[config.mk]
export PLATFORM = sky130hd
export DESIGN_NAME = pipeline_hazard_ctrl_flat
export DESIGN_NICKNAME = d
export VERILOG_FILES = /design/src/rtl/pipeline_hazard_ctrl_if.sv /design/src/rtl/pipeline_hazard_ctrl.sv /design/src/flat_wrapper.sv
export SDC_FILE = /design/constraint.sdc
export NUM_CORES = 1
export LEC_CHECK = 0
export BUFFER_PORTS_ARGS = -buffer_cell sky130_fd_sc_hd__buf_2
export CAP_MARGIN = 20
export CORE_MARGIN = 2
export CORE_UTILIZATION = 50
export DETAILED_ROUTE_END_ITERATION = 10
export HOLD_SLACK_MARGIN = 0.03
export PLACE_DENSITY = 0.78
export SYNTH_ARGS = -nofsm -noshare
export SYNTH_HDL_FRONTEND = slang
export SYNTH_SLANG_ARGS = --single-unit
[constraint.sdc]
create_clock -name clk -period 3 [get_ports clk]
set_input_delay 0.6 -clock clk [delete_from_list [all_inputs] [get_ports clk]]
set_output_delay 0.6 -clock clk [all_outputs]
set_load 0.02 [all_outputs]
[src/rtl/pipeline_hazard_ctrl_if.sv]
// Hazard-control bundle between the pipeline datapath (master) and the
// stall/flush sequencer (slave).
interface pipeline_hazard_ctrl_if #(
    parameter int CNT_W = 16
);
    logic [4:0]       ID_rs;
    logic [4:0]       ID_rt;
    logic             ID_use_rt;
    logic             ID_hilo_use;
    logic [4:0]       EX_rt;
    logic             EX_MemtoReg;
    logic             EX_RegWr;
    logic             EX_md;
    logic             EX_Branch;
    logic             br_taken;

    logic             Load_use;
    logic             signal;
    logic             pc_stall;
    logic             if_id_stall;
    logic             if_id_flush;
    logic             md_busy;
    logic             md_done;
    logic [CNT_W-1:0] lu_cnt;
    logic [CNT_W-1:0] mp_cnt;
    logic [CNT_W-1:0] md_cnt;

    modport master (
        output ID_rs, ID_rt, ID_use_rt, ID_hilo_use,
        output EX_rt, EX_MemtoReg, EX_RegWr, EX_md, EX_Branch, br_taken,
        input  Load_use, signal, pc_stall, if_id_stall, if_id_flush,
        input  md_busy, md_done, lu_cnt, mp_cnt, md_cnt
    );

    modport slave (
        input  ID_rs, ID_rt, ID_use_rt, ID_hilo_use,
        input  EX_rt, EX_MemtoReg, EX_RegWr, EX_md, EX_Branch, br_taken,
        output Load_use, signal, pc_stall, if_id_stall, if_id_flush,
        output md_busy, md_done, lu_cnt, mp_cnt, md_cnt
    );
endinterface

[src/rtl/pipeline_hazard_ctrl.sv]
// Stall/flush sequencer for the 5-stage pipeline: load-use bubbles, not-taken
// branch replay, mult/div occupancy tracking and saturating hazard counters.
module pipeline_hazard_ctrl #(
    parameter int MD_LAT = 32,
    parameter int CNT_W  = 16
) (
    input  logic                   clk,
    input  logic                   rst_n,
    pipeline_hazard_ctrl_if.slave  hz
);
    typedef enum logic [1:0] {RUN, MD_BUSY, MD_DONE} state_t;

    localparam int            CW      = (MD_LAT > 2) ? $clog2(MD_LAT) : 1;
    localparam logic [CW-1:0] MD_INIT = CW'(MD_LAT - 2);

    state_t           state_q, state_d;
    logic [CW-1:0]    cnt_q, cnt_d;
    logic [CNT_W-1:0] lu_cnt_q, mp_cnt_q, md_cnt_q;

    logic lu_hit, mispredict;
    logic load_use, replay, pc_stall, if_id_stall, if_id_flush;
    logic lu_event, mp_event, md_event;

    assign lu_hit = hz.EX_MemtoReg && hz.EX_RegWr && (hz.EX_rt != 5'd0) &&
                    ((hz.EX_rt == hz.ID_rs) ||
                     (hz.ID_use_rt && (hz.EX_rt == hz.ID_rt)));
    assign mispredict = hz.EX_Branch && !hz.br_taken;

    // Mispredict outranks everything: the ID instruction is wrong-path anyway.
    always_comb begin
        // NOTE: every combinational output gets a default first so no path infers a latch.
        load_use    = 1'b0;
        replay      = 1'b0;
        pc_stall    = 1'b0;
        if_id_stall = 1'b0;
        if_id_flush = 1'b0;
        lu_event    = 1'b0;
        mp_event    = 1'b0;
        md_event    = 1'b0;
        if (mispredict) begin
            replay      = 1'b1;
            if_id_flush = 1'b1;
            mp_event    = 1'b1;
        end else if ((state_q == MD_BUSY) && hz.ID_hilo_use) begin
            load_use    = 1'b1;
            pc_stall    = 1'b1;
            if_id_stall = 1'b1;
            md_event    = 1'b1;
        end else if (lu_hit) begin
            load_use    = 1'b1;
            pc_stall    = 1'b1;
            if_id_stall = 1'b1;
            lu_event    = 1'b1;
        end
    end

    always_comb begin
        state_d = state_q;
        cnt_d   = cnt_q;
        unique case (state_q)
            RUN, MD_DONE: begin
                // A mult/div arriving in the done cycle chains straight back in.
                if (hz.EX_md && !mispredict) begin
                    state_d = MD_BUSY;
                    cnt_d   = MD_INIT;
                end else begin
                    state_d = RUN;
                end
            end
            MD_BUSY: begin
                if (cnt_q == '0) state_d = MD_DONE;
                else             cnt_d   = cnt_q - CW'(1);
            end
            default: state_d = RUN;
        endcase
    end

    // Updates share the falling edge with the pipeline segment registers.
    always_ff @(negedge clk) begin
        // NOTE: state registers use non-blocking assignments so every flop samples pre-edge values.
        if (!rst_n) begin
            state_q  <= RUN;
            cnt_q    <= '0;
            lu_cnt_q <= '0;
            mp_cnt_q <= '0;
            md_cnt_q <= '0;
        end else begin
            state_q <= state_d;
            cnt_q   <= cnt_d;
            if (lu_event && (lu_cnt_q != '1)) lu_cnt_q <= lu_cnt_q + CNT_W'(1);
            if (mp_event && (mp_cnt_q != '1)) mp_cnt_q <= mp_cnt_q + CNT_W'(1);
            if (md_event && (md_cnt_q != '1)) md_cnt_q <= md_cnt_q + CNT_W'(1);
        end
    end

    assign hz.Load_use    = load_use;
    assign hz.signal      = replay;
    assign hz.pc_stall    = pc_stall;
    assign hz.if_id_stall = if_id_stall;
    assign hz.if_id_flush = if_id_flush;
    assign hz.md_busy     = (state_q == MD_BUSY);
    assign hz.md_done     = (state_q == MD_DONE);
    assign hz.lu_cnt      = lu_cnt_q;
    assign hz.mp_cnt      = mp_cnt_q;
    assign hz.md_cnt      = md_cnt_q;
endmodule

[src/flat_wrapper.sv]
// flat-port wrapper written by rule: the top's interface ports become plain ports
module pipeline_hazard_ctrl_flat 
#(
    parameter int MD_LAT = 32,
    parameter int CNT_W  = 16
)
  (clk, rst_n, hz_ID_rs, hz_ID_rt, hz_ID_use_rt, hz_ID_hilo_use, hz_EX_rt, hz_EX_MemtoReg, hz_EX_RegWr, hz_EX_md, hz_EX_Branch, hz_br_taken, hz_Load_use, hz_signal, hz_pc_stall, hz_if_id_stall, hz_if_id_flush, hz_md_busy, hz_md_done, hz_lu_cnt, hz_mp_cnt, hz_md_cnt);
  pipeline_hazard_ctrl_if #(.CNT_W(CNT_W)) hz_i ();
  input  logic clk;
  input  logic rst_n;
  input wire logic [$bits(hz_i.ID_rs)-1:0] hz_ID_rs;
  input wire logic [$bits(hz_i.ID_rt)-1:0] hz_ID_rt;
  input wire logic [$bits(hz_i.ID_use_rt)-1:0] hz_ID_use_rt;
  input wire logic [$bits(hz_i.ID_hilo_use)-1:0] hz_ID_hilo_use;
  input wire logic [$bits(hz_i.EX_rt)-1:0] hz_EX_rt;
  input wire logic [$bits(hz_i.EX_MemtoReg)-1:0] hz_EX_MemtoReg;
  input wire logic [$bits(hz_i.EX_RegWr)-1:0] hz_EX_RegWr;
  input wire logic [$bits(hz_i.EX_md)-1:0] hz_EX_md;
  input wire logic [$bits(hz_i.EX_Branch)-1:0] hz_EX_Branch;
  input wire logic [$bits(hz_i.br_taken)-1:0] hz_br_taken;
  output wire logic [$bits(hz_i.Load_use)-1:0] hz_Load_use;
  output wire logic [$bits(hz_i.signal)-1:0] hz_signal;
  output wire logic [$bits(hz_i.pc_stall)-1:0] hz_pc_stall;
  output wire logic [$bits(hz_i.if_id_stall)-1:0] hz_if_id_stall;
  output wire logic [$bits(hz_i.if_id_flush)-1:0] hz_if_id_flush;
  output wire logic [$bits(hz_i.md_busy)-1:0] hz_md_busy;
  output wire logic [$bits(hz_i.md_done)-1:0] hz_md_done;
  output wire logic [$bits(hz_i.lu_cnt)-1:0] hz_lu_cnt;
  output wire logic [$bits(hz_i.mp_cnt)-1:0] hz_mp_cnt;
  output wire logic [$bits(hz_i.md_cnt)-1:0] hz_md_cnt;
  assign hz_i.ID_rs = hz_ID_rs;
  assign hz_i.ID_rt = hz_ID_rt;
  assign hz_i.ID_use_rt = hz_ID_use_rt;
  assign hz_i.ID_hilo_use = hz_ID_hilo_use;
  assign hz_i.EX_rt = hz_EX_rt;
  assign hz_i.EX_MemtoReg = hz_EX_MemtoReg;
  assign hz_i.EX_RegWr = hz_EX_RegWr;
  assign hz_i.EX_md = hz_EX_md;
  assign hz_i.EX_Branch = hz_EX_Branch;
  assign hz_i.br_taken = hz_br_taken;
  assign hz_Load_use = hz_i.Load_use;
  assign hz_signal = hz_i.signal;
  assign hz_pc_stall = hz_i.pc_stall;
  assign hz_if_id_stall = hz_i.if_id_stall;
  assign hz_if_id_flush = hz_i.if_id_flush;
  assign hz_md_busy = hz_i.md_busy;
  assign hz_md_done = hz_i.md_done;
  assign hz_lu_cnt = hz_i.lu_cnt;
  assign hz_mp_cnt = hz_i.mp_cnt;
  assign hz_md_cnt = hz_i.md_cnt;
  pipeline_hazard_ctrl #(.MD_LAT(MD_LAT), .CNT_W(CNT_W)) u_core (.clk(clk), .rst_n(rst_n), .hz(hz_i));
endmodule
After elaboration in Yosys (flattened, before gate mapping) --
Index checks and enable logic that the tools add are counted.
Storage, ports and cells: flip-flop bits (word level) 55, bits in latches 0, memory bits (writable) 0, bits in read-only memories 0, bits of input ports 24, output and inout port bits 55, logic and storage cells 52, memories kept 0
Operators by class: add/sub/neg operators 4, multiply operators 0, div/mod/pow operators 0, order comparisons 0, equality and inequality tests 10, shift operators 0, multiplexer cells 14, bitwise logic cells 0, reduce and logical (&&, ||, !) cells 19
Operator list (count):
- 16-bit by 1-bit adder with 16-bit output, second input constant | 3
- 16-bit != test, second input constant | 3
- 5-bit == test | 2
- 1-bit logical AND | 10
- 5-bit 2-to-1 mux | 2
- 5-bit one-hot mux with 2 select lines | 1
- 1-bit 2-to-1 mux | 9
- 5-bit logical NOT | 1
- 5-bit nonzero test | 1
- 5-bit by 1-bit subtractor with 5-bit output, second input constant | 1
- 2-bit by 1-bit != test with 1-bit output, second input constant | 2
- 2-bit one-hot mux with 2 select lines | 1
- 3-bit AND reduction | 1
- 2-bit by 1-bit == test with 1-bit output, second input constant | 1
- 2-bit == test, second input constant | 1
- 1-bit logical NOT | 2
- 2-bit logical NOT | 1
- 2-bit 2-to-1 mux | 1
- 2-bit != test, second input constant | 1
- 2-bit nonzero test | 1
- 2-bit OR reduction | 1
- 1-bit logical OR | 1

Depth between registers and ports, before layout --
word-level depth 8, mapped depth 7, gate-level depth less buffers 7

==> flow_summary_export.csv <==
group,metric,value,unit
floorplan,core,0.00561,mm^2
global_routing,use_met2,0.469,
pwr,p_per_area,383,mW/mm^2
yosys,synth_top_area_share,0.373,
drt,drc,0,
global_routing,busiest_layer,"met2",
yosys,synth-main-ff-cell,"dfxtp_1",
global_routing,antenna_found_initial,0,
yosys,synth_area_leaders,"dfxtp_1 (37%), xor2_1 (5.6%), nor2_1 (5.1%)",
drt,vias,3623,
critical_path,crit_fanout,6,
yosys,synth.distinct_cells,44,
drt,drt_iter0_drc,329,
timing,setup_slack,-0.476,ns
timing,finalSetupViolations,26,
global_routing,grt_max_degree,22,
critical_path,cp-end-kind,"register",
clock_tree,clk_latency,0.41,ns
clock_tree,cts_tree,"built",
global_routing,grt_util_met3,0.0900,
pwr,ir_worst_vdd,0.000255,V
yosys,synthCells,354,
outcome,outcome,"finished with violations",
yosys,synth_top_area_cell,"dfxtp_1",
cells_and_area,final_nets,566,
cells_and_area,area_growth,65.7,%
yosys,yosys_warnings,0,
cells_and_area,fin_util,0.872,
clock_tree,clk_pin_slew,0.07,ns
yosys,seq_area_frac_synth,0.373,
place,io_buffers,78,
yosys,synth_edf_count,0,
cells_and_area,layout_common_cells,"buf_4 (71), inv_1 (63), buf_6 (39)",
global_routing,grt_pass1_vias,3292,
place,place_congestion,0.803,
floorplan,die_area,0.00653,mm^2
cells_and_area,final_common_cell,"buf_4",
global_routing,grt_pass1_wl,14.2,mm
pwr,leakagePower,2.16,nW
clock_tree,htreeDepth,2,
clock_tree,numCtsBuffers,5,
place,dp_hpwl,5.47,mm
drt,finalWirelength,11.2,mm
drt,ant_nets,0,
floorplan,die_h,80.8,um
timing,slew_violations,0,
floorplan,fp-row-count,27,
drt,viasPerCell,5.94,
critical_path,critPathRequiredTime,1.82,ns
min_path,hold_depth,2,
critical_path,startpoint_type,"primary input",
yosys,syn_area,0.00295,mm^2
yosys,ys_ff_latch,55,
yosys,synth_fp_nets,383,
floorplan,ios,79,
floorplan,initial_core_util,0.526,
drt,wl_per_cell,18.4,um
timing,rsz0062_at_grt,"true",
flow_run,drv_cap,0,
critical_path,rr_worst_depth,5,
critical_path,worstSetupPathType,"in -> reg",
yosys,synthArstFlopShare,0,
min_path,worstHoldPathType,"reg -> reg",
clock_tree,clockBufferDepth,2,
timing,hold_violations,0,
outcome,violations,"setup timing",
timing,fin_worst_skew,0.0378,ns
yosys,syn_area_per_cell,8.33,um^2
timing,relSlewSlack,0.447,
pwr,total_power,1.87,mW
clock_tree,clk_root_buffer_cell,"clkbuf_8",
global_routing,track_usage,0.273,
clock_tree,cts_sinks,55,
global_routing,overflow,0,
floorplan,die_w,80.8,um
cells_and_area,diodes,0,
drt,first_pass_iters,5,
timing,worst_slew_pin_slew,0.827,ns
global_routing,use_met1,0.309,
cells_and_area,drive_gt1_frac,0.433,
critical_path,crit_arrival,2.30,ns
[kinds of logic after synthesis]
kind of cell             after synthesis  share of synthesized area
flip-flops                            55                      0.373
multiplexers                          10                     0.0339
adder cells (fa/ha/maj)                5                     0.0212
AO/OA/AOI/OAI                         47                      0.103
AND/OR/NAND/NOR                      176                      0.325
buffers and inverters                 25                     0.0369
XOR/XNOR                              36                      0.107
[path summary, 6_finish.rpt]
path | slack (ns) | from | endpoint
max | -0.48 | hz_EX_rt[0] | u_core.hz.lu_cnt[6]
min reg2reg | 0.48 | u_core.hz.md_cnt[13] | u_core.hz.md_cnt[13]
min | 0.48 | u_core.hz.md_cnt[13] | u_core.hz.md_cnt[13]
max reg2reg | 0.64 | u_core.hz.lu_cnt[6] | u_core.hz.lu_cnt[13]
[final cells by class]
cell class                      instances  area, um^2
Clock buffer                            5        68.8
Clock inverter                         58         249
Fill cell                             285         719
Inverter                                9        43.8
Multi-Input combinational cell        274        2030
Sequential cell                        55        1210
Tap cell                               72        90.1
Timing Repair Buffer                  137        1200
[cell usage after synthesis (4+ instances only)]
cell / count
mux2i_1: 10
dfxtp_1: 55
or3_1: 9
nor2_1: 40
xnor2_1: 17
o31ai_1: 7
nand2_1: 27
nor4_1: 4
o21ai_0: 7
inv_1: 9
nand2b_1: 12
nand4_1: 22
or4_1: 8
ha_1: 5
nand3_1: 17
xor2_1: 19
nor3_1: 9
and3_1: 10
clkbuf_1: 9
a21oi_1: 20
[worst max-delay path, stage by stage]
cell and delay (ns):
buf_8 0.10, buf_4 0.15, xor2_1 0.18, nor3_1 0.23, a32oi_2 0.16, bufbuf_16 0.33
or3_1 0.35, a21oi_1 0.20
[stage by stage]
stage	hold WS, ns	cells	area (um^2)	setup TNS [ns]	worst slack, ns
CTS	0.459	592	4550	-6.15	-0.354
global placement	0.473	522	3830	-16.66	-0.617
global route	0.505	610	4890	-9.41	-0.669
floorplan	0.482	354	3190	-6.80	-0.357
finish	0.476	610	4890	-7.13	-0.476
detailed placement	0.476	522	3830	-18.19	-0.690
[routing by layer]
| metal | wire length [um] | vias up |
|---|---|---|
| li1 | - | 1649 |
| met1 | 4000 | 1688 |
| met2 | 5730 | 226 |
| met3 | 954 | 60 |
| met4 | 512 | 0 |
| met5 | 0 | - |
[sequential cells by signal, summed over array words and instances (netlist names)]
register / cells
u_core.hz.md_cnt: 16
u_core.cnt_q: 5
u_core.state_q: 2
u_core.hz.lu_cnt: 16
u_core.hz.mp_cnt: 16
[report_power, final]
group          internal [mW]  switching [mW]
Sequential             0.734          0.0158
Clock                  0.344           0.497
Combinational          0.130           0.151
Total                   1.21           0.664
[what timing repair did]
| action | in CTS | in global routing |
|---|---|---|
| cloned | 3 | 0 |
| hold buffers | 0 | 0 |
| endpoints found under the setup margin | 65 | 72 |
| pin swaps | 8 | 9 |
| resized for setup | 115 | 64 |
| buffers inserted | 6 | 20 |
Note: power is estimated with default switching activity, not from simulation.
